<file path="src/rtl/led_pattern_gen.sv">
// Parametrised status-LED pattern generator: rotate, bounce, binary count and
// PWM breathing, stepped by a prescaler, with pause, step strobe and heartbeat.
module led_pattern_gen #(
  parameter int          NLEDS    = 4,
  parameter int unsigned DIV      = 3000000,
  parameter int          PWM_BITS = 8
) (
  input  logic             clk,
  input  logic             rst,
  input  logic [1:0]       mode,
  input  logic             pause,
  output logic [NLEDS-1:0] led,
  output logic             step,
  output logic             hb
);

  localparam int PREW = (DIV > 1) ? $clog2(DIV) : 1;
  localparam int POSW = $clog2(NLEDS);
  localparam logic [PREW-1:0]     PRE_LAST = PREW'(DIV - 1);
  localparam logic [POSW-1:0]     POS_LAST = POSW'(NLEDS - 1);
  localparam logic [POSW-1:0]     POS_PEN  = POSW'(NLEDS - 2);
  localparam logic [PWM_BITS-1:0] LVL_MAX  = {PWM_BITS{1'b1}};
  localparam logic [PWM_BITS-1:0] LVL_PEN  = LVL_MAX - PWM_BITS'(1);

  typedef enum logic [1:0] {
    M_ROTATE  = 2'd0,
    M_BOUNCE  = 2'd1,
    M_BINARY  = 2'd2,
    M_BREATHE = 2'd3
  } mode_t;

  logic [PREW-1:0]     pre, pre_nx;
  logic [POSW-1:0]     pos, pos_nx;
  logic                dir, dir_nx;   // 1 = moving down (bounce position or breathe level)
  logic [NLEDS-1:0]    cnt, cnt_nx;
  logic [PWM_BITS-1:0] level, level_nx;
  logic [PWM_BITS-1:0] pwm;
  logic [1:0]          mode_q;
  logic [NLEDS-1:0]    led_nx;
  logic                mode_chg;
  logic                tick;

  assign mode_chg = (mode != mode_q);
  assign tick     = (pre == PRE_LAST) && !pause && !mode_chg;

  // Next pattern state: mode change clears, tick advances, otherwise prescale or hold.
  always_comb begin
    pre_nx   = pre;
    pos_nx   = pos;
    dir_nx   = dir;
    cnt_nx   = cnt;
    level_nx = level;
    if (mode_chg) begin
      pre_nx   = '0;
      pos_nx   = '0;
      dir_nx   = 1'b0;
      cnt_nx   = '0;
      level_nx = '0;
    end else if (tick) begin
      pre_nx = '0;
      case (mode_t'(mode))
        M_ROTATE: begin
          pos_nx = (pos == POS_LAST) ? '0 : pos + POSW'(1);
        end
        M_BOUNCE: begin
          // Endpoints are shown once: turn around by jumping to the neighbour.
          if (!dir) begin
            if (pos == POS_LAST) begin
              dir_nx = 1'b1;
              pos_nx = POS_PEN;
            end else begin
              pos_nx = pos + POSW'(1);
            end
          end else begin
            if (pos == '0) begin
              dir_nx = 1'b0;
              pos_nx = POSW'(1);
            end else begin
              pos_nx = pos - POSW'(1);
            end
          end
        end
        M_BINARY: begin
          cnt_nx = cnt + NLEDS'(1);
        end
        M_BREATHE: begin
          if (!dir) begin
            if (level == LVL_MAX) begin
              dir_nx   = 1'b1;
              level_nx = LVL_PEN;
            end else begin
              level_nx = level + PWM_BITS'(1);
            end
          end else begin
            if (level == '0) begin
              dir_nx   = 1'b0;
              level_nx = PWM_BITS'(1);
            end else begin
              level_nx = level - PWM_BITS'(1);
            end
          end
        end
        default: begin
          pos_nx = pos;
        end
      endcase
    end else if (!pause) begin
      pre_nx = pre + PREW'(1);
    end else begin
      pre_nx = pre;
    end
  end

  // LED image of the next state, so led, step and hb all change on the same edge.
  always_comb begin
    led_nx = '0;
    case (mode_t'(mode))
      M_ROTATE:  led_nx = NLEDS'(1) << pos_nx;
      M_BOUNCE:  led_nx = NLEDS'(1) << pos_nx;
      M_BINARY:  led_nx = cnt_nx;
      M_BREATHE: led_nx = (pwm < level_nx) ? {NLEDS{1'b1}} : {NLEDS{1'b0}};
      default:   led_nx = '0;
    endcase
  end

  // State and registered outputs.
  always_ff @(posedge clk) begin
    if (rst) begin
      pre    <= '0;
      pos    <= '0;
      dir    <= 1'b0;
      cnt    <= '0;
      level  <= '0;
      pwm    <= '0;
      mode_q <= mode;
      led    <= '0;
      step   <= 1'b0;
      hb     <= 1'b0;
    end else begin
      pre    <= pre_nx;
      pos    <= pos_nx;
      dir    <= dir_nx;
      cnt    <= cnt_nx;
      level  <= level_nx;
      pwm    <= pwm + PWM_BITS'(1);
      mode_q <= mode;
      led    <= led_nx;
      step   <= tick;
      hb     <= hb ^ tick;
    end
  end

endmodule
</file>
<file path="config.mk">
export PLATFORM = sky130hd
export DESIGN_NAME = led_pattern_gen
export DESIGN_NICKNAME = d
export VERILOG_FILES = /design/src/rtl/led_pattern_gen.sv
export SDC_FILE = /design/constraint.sdc
export NUM_CORES = 1
export LEC_CHECK = 0
export BUFFER_PORTS_ARGS = -buffer_cell sky130_fd_sc_hd__clkbuf_2
export CAP_MARGIN = 5
export CORE_ASPECT_RATIO = 0.9
export CORE_MARGIN = 5
export CORE_UTILIZATION = 52
export CTS_CLUSTER_DIAMETER = 40
export DETAILED_ROUTE_END_ITERATION = 7
export HOLD_SLACK_MARGIN = 0.05
export PLACE_DENSITY = 0.69
export SLEW_MARGIN = 10
export SYNTH_ARGS = -nofsm -noshare
export SYNTH_HDL_FRONTEND = slang
export SYNTH_SLANG_ARGS = --single-unit
</file>
<file path="constraint.sdc">
create_clock -name clk -period 3.87 [get_ports clk]
set_clock_uncertainty 0.2 [all_clocks]
set_input_delay 0 -clock clk [delete_from_list [all_inputs] [get_ports clk]]
set_output_delay 0 -clock clk [all_outputs]
set_load 0.02 [all_outputs]
</file>
Word-level counts from Yosys, hierarchy flattened
Index checks and enable logic that the tools add are counted.

Flip-flop bits (word level): 53. Bits of input ports: 5.

Add/subtract/negate cells: 7. Reduce and logical (&&, ||, !) cells: 12. Eq/ne operators: 7. Bitwise logic cells: 1. $lt $le $gt $ge: 1. Shift-type cells: 1. Muxes and demuxes: 25.

Operator list (number): two-way mux 8 bit (6); adder 22 x 1 -> 22 bit (second input constant) (1); == test 22 bit (second input constant) (1); adder 8 x 1 -> 8 bit (second input constant) (2); two-way mux 4 bit (4); two-way mux 2 bit (6); one-hot mux 4 bit (3 select lines) (1); == test 8 bit (second input constant) (1); zero test 8 bit (1); < comparator 8 bit (1); subtractor 8 x 1 -> 8 bit (second input constant) (1); == test 2 bit (second input constant) (3); two-way mux 1 bit (6); adder 4 x 1 -> 4 bit (second input constant) (1); zero test 2 bit (2); one-hot mux 2 bit (2 select lines) (1); OR reduction 2 bit (2); left shift 1 x 2 -> 4 bit (first input constant) (1); OR reduction 3 bit (1); adder 2 x 1 -> 2 bit (second input constant) (1); == test 2 x 1 -> 1 bit (second input constant) (1); logical AND 1 bit (2); zero test 1 bit (2); != test 2 bit (1); 5 further kinds (5).

Depth between registers and ports, before layout
Word-level depth: 9. Gate-level depth with buffers: 14.

Worst setup path after synthesis
OpenSTA, ideal clock, no wires.

Kind: register to register. Start: register level[0]. End: register led[0]. Cell stages (with the launch flop): 12. Slack: 0.478 ns. Required time: 3.596 ns. Data arrival time: 3.118 ns. Setup time: 0.074 ns. Cells stage by stage: dfxtp_1 inv_1 ha_1 or4b_4 o21ai_0 o211ai_1 a21oi_1 ha_1 a2111o_1 a2111oi_0 nand3_1 a31oi_1.

Longest elaborated chain between the ends: 9.

RTL lines: start, declared (RTL line 36) `logic [PWM_BITS-1:0] level, level_nx;`; start signal, assigned (RTL line 144) `level <= level_nx;`; adder 8 x 1 -> 8 bit, or another cell as far along (RTL line 92) `level_nx = level + PWM_BITS'(1);`; two-way mux 8 bit, on equally long branches (RTL line 88, 95); two-way mux 8 bit (RTL line 87) `if (!dir) begin`; two-way mux 8 bit (RTL line 61) `case (mode_t'(mode))`; two-way mux 8 bit * (RTL line 59) `end else if (tick) begin`; two-way mux 8 bit * (RTL line 53) `if (mode_chg) begin`; < comparator 8 bit * (RTL line 121) `M_BREATHE: led_nx = (pwm < level_nx) ? {NLEDS{1'b1}} : {NLEDS{1'b0}};`; two-way mux 4 bit * (RTL line 121); one-hot mux 4 bit (3 select lines) * (RTL line 117) `case (mode_t'(mode))`; end signal, assigned (RTL line 147) `led <= led_nx;`; end, declared (RTL line 12) `output logic [NLEDS-1:0] led,`.

Every way passes the cells marked *; elsewhere a longest branch is shown, timed or not. A chain may end at the register's enable or synchronous reset.

Worst setup path in the final report
Start: register level[0]. End: register led[1].

The elaborated chain is that of the path after synthesis.

==> results_dict.tcl <==
set metrics [dict create \
    cp.required_ns 3.91 \
    post-route-drc-count 0 \
    vias 2607 \
    max_stage_delay_ns 0.54 \
    num_rows 26 \
    die_h_um 82.95 \
    async_flop_share 0 \
    fp.dieW_um 91.05 \
    netlist_area_um2 3074 \
    clockRootBuffer "clkbuf_8" \
    syn_area_per_cell_um2 8.264 \
    first_pass_iters 4 \
    wl_um 6480 \
    rsz0062_at_grt "no" \
    worst-path-max-fanout 7 \
    io_buffers 10 \
    start_util 0.5369 \
    synth_area_leaders "dfxtp_1, xor2_1, nor2_1" \
    cts_buffers 5 \
    final_common_cell "nor2_1" \
    synth-seq-cells 53 \
    critical-path-top-delay-family "simple AND/OR/NAND/NOR gates" \
    mostFrequentLayoutCells "nor2_1, dfxtp_1, xor2_1" \
    path_clk_slew_ns 0.09 \
    r2r_slack_ns 0.20 \
    crit_arrival_ns 3.71 \
    pwr_density_cell_nw_per_um2 274.4 \
    synth_edf_count 0 \
    grt_antenna_before_repair 0 \
    synth_top_cell_area_share 0.3451 \
    drt_first_iter_violations 178 \
    cts_tree "yes" \
    drv_slew 0 \
    die_area_um2 7552 \
    grt_pass1_vias 2341 \
    grt-ovfl-total 0 \
    fin_nets 400 \
    ys_warn_count 0 \
    grt_pass1_wl_um 11040 \
    endpoint "led[1]" \
    synthDistinctLibCells 57 \
    setup_violations 0 \
    worstReg2RegStart "level[0]" \
    min_period_ns 3.673 \
    syn_nets 392 \
    p_total_mw 0.9209 \
    avgViaCountPerCell 5.793 \
    clock_latency_ns 0.31 \
    wl_per_cell_um 14.40 \
    yosysTopAreaCell "dfxtp_1" \
    crit_buf_inv 1 \
    crit_slowest_cell "or4_4" \
    drtAntennaViolNets 0 \
    path_class "reg -> reg" \
    max-vdd-ir-drop_mv 0.2227 \
    tightest_slew_ns 0.7872 \
    power.leakage_nw 1.228 \
    crit_cells 12 \
    drive_gt1_frac 0.1184 \
    crit_path_start_kind "flip-flop" \
    num-fill-cells 539 \
    post-route-period-util 0.9490 \
    fin_setup_tns_ns 0 \
    diodes 0 \
    startpoint "level[0]" \
    hp-class "reg -> reg" \
    clk_path_buf_depth 2 \
    grt_max_degree 24 \
    status "complete, no violations" \
    dp_hpwl_um 4684 \
    r2r-end "led[1]" \
    gp_congestion 0.9103 \
    grtUsageTotal 0.1710 \
    htree_num_levels 2 \
    path_cells "buf_4 > or4_4 > or4_4 > mux2_4 > a211oi_2 > a21o_2 > ha_1 > nand4_1 > a211oi_2 > a2111oi_2 > nand3_1 > a31oi_1" \
    relSlewSlack 0.4752 \
    seqCellArea_um2 1066 \
    finalHoldViolations 0 \
    boundaryPins 11 \
    fmax_mhz 272.3 \
    syn2layout_area_growth_pct 9.158 \
    reg2reg_depth 12 \
    synthFlopType "dfxtp_1" \
    multi_input_area_um2 1929 \
    yosysSeqAreaShare 0.3451 \
    drv_cap 0 \
    synthCells 372 \
    end_kind "flip-flop" \
    clock-sinks 53 \
    core_area_um2 5725 \
]
flip-flops by register name, indices dropped and copies added (netlist names):
name / count
cnt: 4
pwm: 8
level: 8
hb: 1
step: 1
dir: 1
led: 4
mode_q: 2
pre: 22
pos: 2
metrics by stage:
stage | cells | hold WS (ns) | instance area (um^2) | setup slack, ns | util
4_1_cts | 449 | 0.2861 | 3301 | 0.1910 | 0.5765
6_report | 450 | 0.2811 | 3356 | 0.1974 | 0.5861
3_3_place_gp | 438 | 0.07564 | 3176 | 0.3031 | 0.5546
5_1_grt | 450 | 0.3292 | 3356 | 0.001717 | 0.5861
2_1_floorplan | 372 | -0.1723 | 3074 | 0.4776 | -
3_5_place_dp | 438 | 0.07766 | 3176 | 0.2359 | 0.5546
timing repair:
item,CTS,global route
endpoints found under the setup margin,0,4
buffers inserted,0,1
hold buffers,4,0
resized for setup,0,12
endpoints found under the hold margin,31,0
kinds of logic (layout without fill, tap and decap cells):
logic type	count (synthesis)	count (layout)	share of synthesized area
AND/OR/NAND/NOR	167	167	0.2975
AO/OA/AOI/OAI	65	65	0.1339
flip-flops	53	53	0.3451
XOR/XNOR	36	36	0.1026
buffers and inverters	31	39	0.04111
adder cells (fa/ha/maj)	15	15	0.06105
multiplexers	5	5	0.01872
layer usage:
metal | vias up | global-route usage | share of wire
met2 | 53 | 0.2674 | 0.46
met3 | 14 | 0.04069 | 0.046
met5 | - | 0 | 0
met4 | 0 | 0.04933 | 0.016
met1 | 1194 | 0.2338 | 0.48
li1 | 1346 | - | -
cells in the mapped netlist (2+ instances only):
cell type and number:
nand2b_1 3, nand3_1 22, xnor2_1 12, a21oi_1 14, mux2_2 2, or4_4 2
nor4bb_1 2, o21a_1 3, nand2_1 19, a31oi_1 9, dfxtp_1 53, o211ai_1 2
nand4b_1 2, buf_2 4, or3_1 5, nor3_1 12, and3_1 12, xor2_1 24
nor2b_1 7, a211o_1 2, clkbuf_1 15, nand4_1 12, mux2i_1 2, nand3b_1 2
nor2_1 52, and4_1 4, a211oi_1 2, inv_1 10, o21ai_0 19, ha_1 15
o2bb2ai_1 2
how the worst min path moves through the flow:
stage | from | to | slack [ns] | cells after the start
3_3_place_gp | mode[0] | mode_q[0] | 0.08 | 1
6_report | pwm[0] | pwm[0] | 0.28 | 1
3_5_place_dp | mode[0] | mode_q[0] | 0.08 | 1
5_1_grt | mode[0] | mode_q[0] | 0.33 | 2
2_1_floorplan | mode[0] | mode_q[0] | -0.17 | 0
4_1_cts | mode[0] | mode_q[0] | 0.29 | 2
layout make-up:
type                       instances  share of cell area
clock inverter                     2            0.004847
clock buffer                       5             0.02051
multi-input combinational        288              0.5749
inverter                          10             0.01119
sequential                        53              0.3177
tap                               70             0.02610
timing repair buffer              22             0.04474
report_power, final:
part           internal (mW)  switching, mW  leakage, nW  total (mW)
registers              0.550        0.00475        0.430       0.555
clock network          0.125          0.178       0.0402       0.303
logic                 0.0234         0.0401        0.757      0.0635
total                  0.698          0.222         1.23       0.921
(Power assumes the default switching activity.)
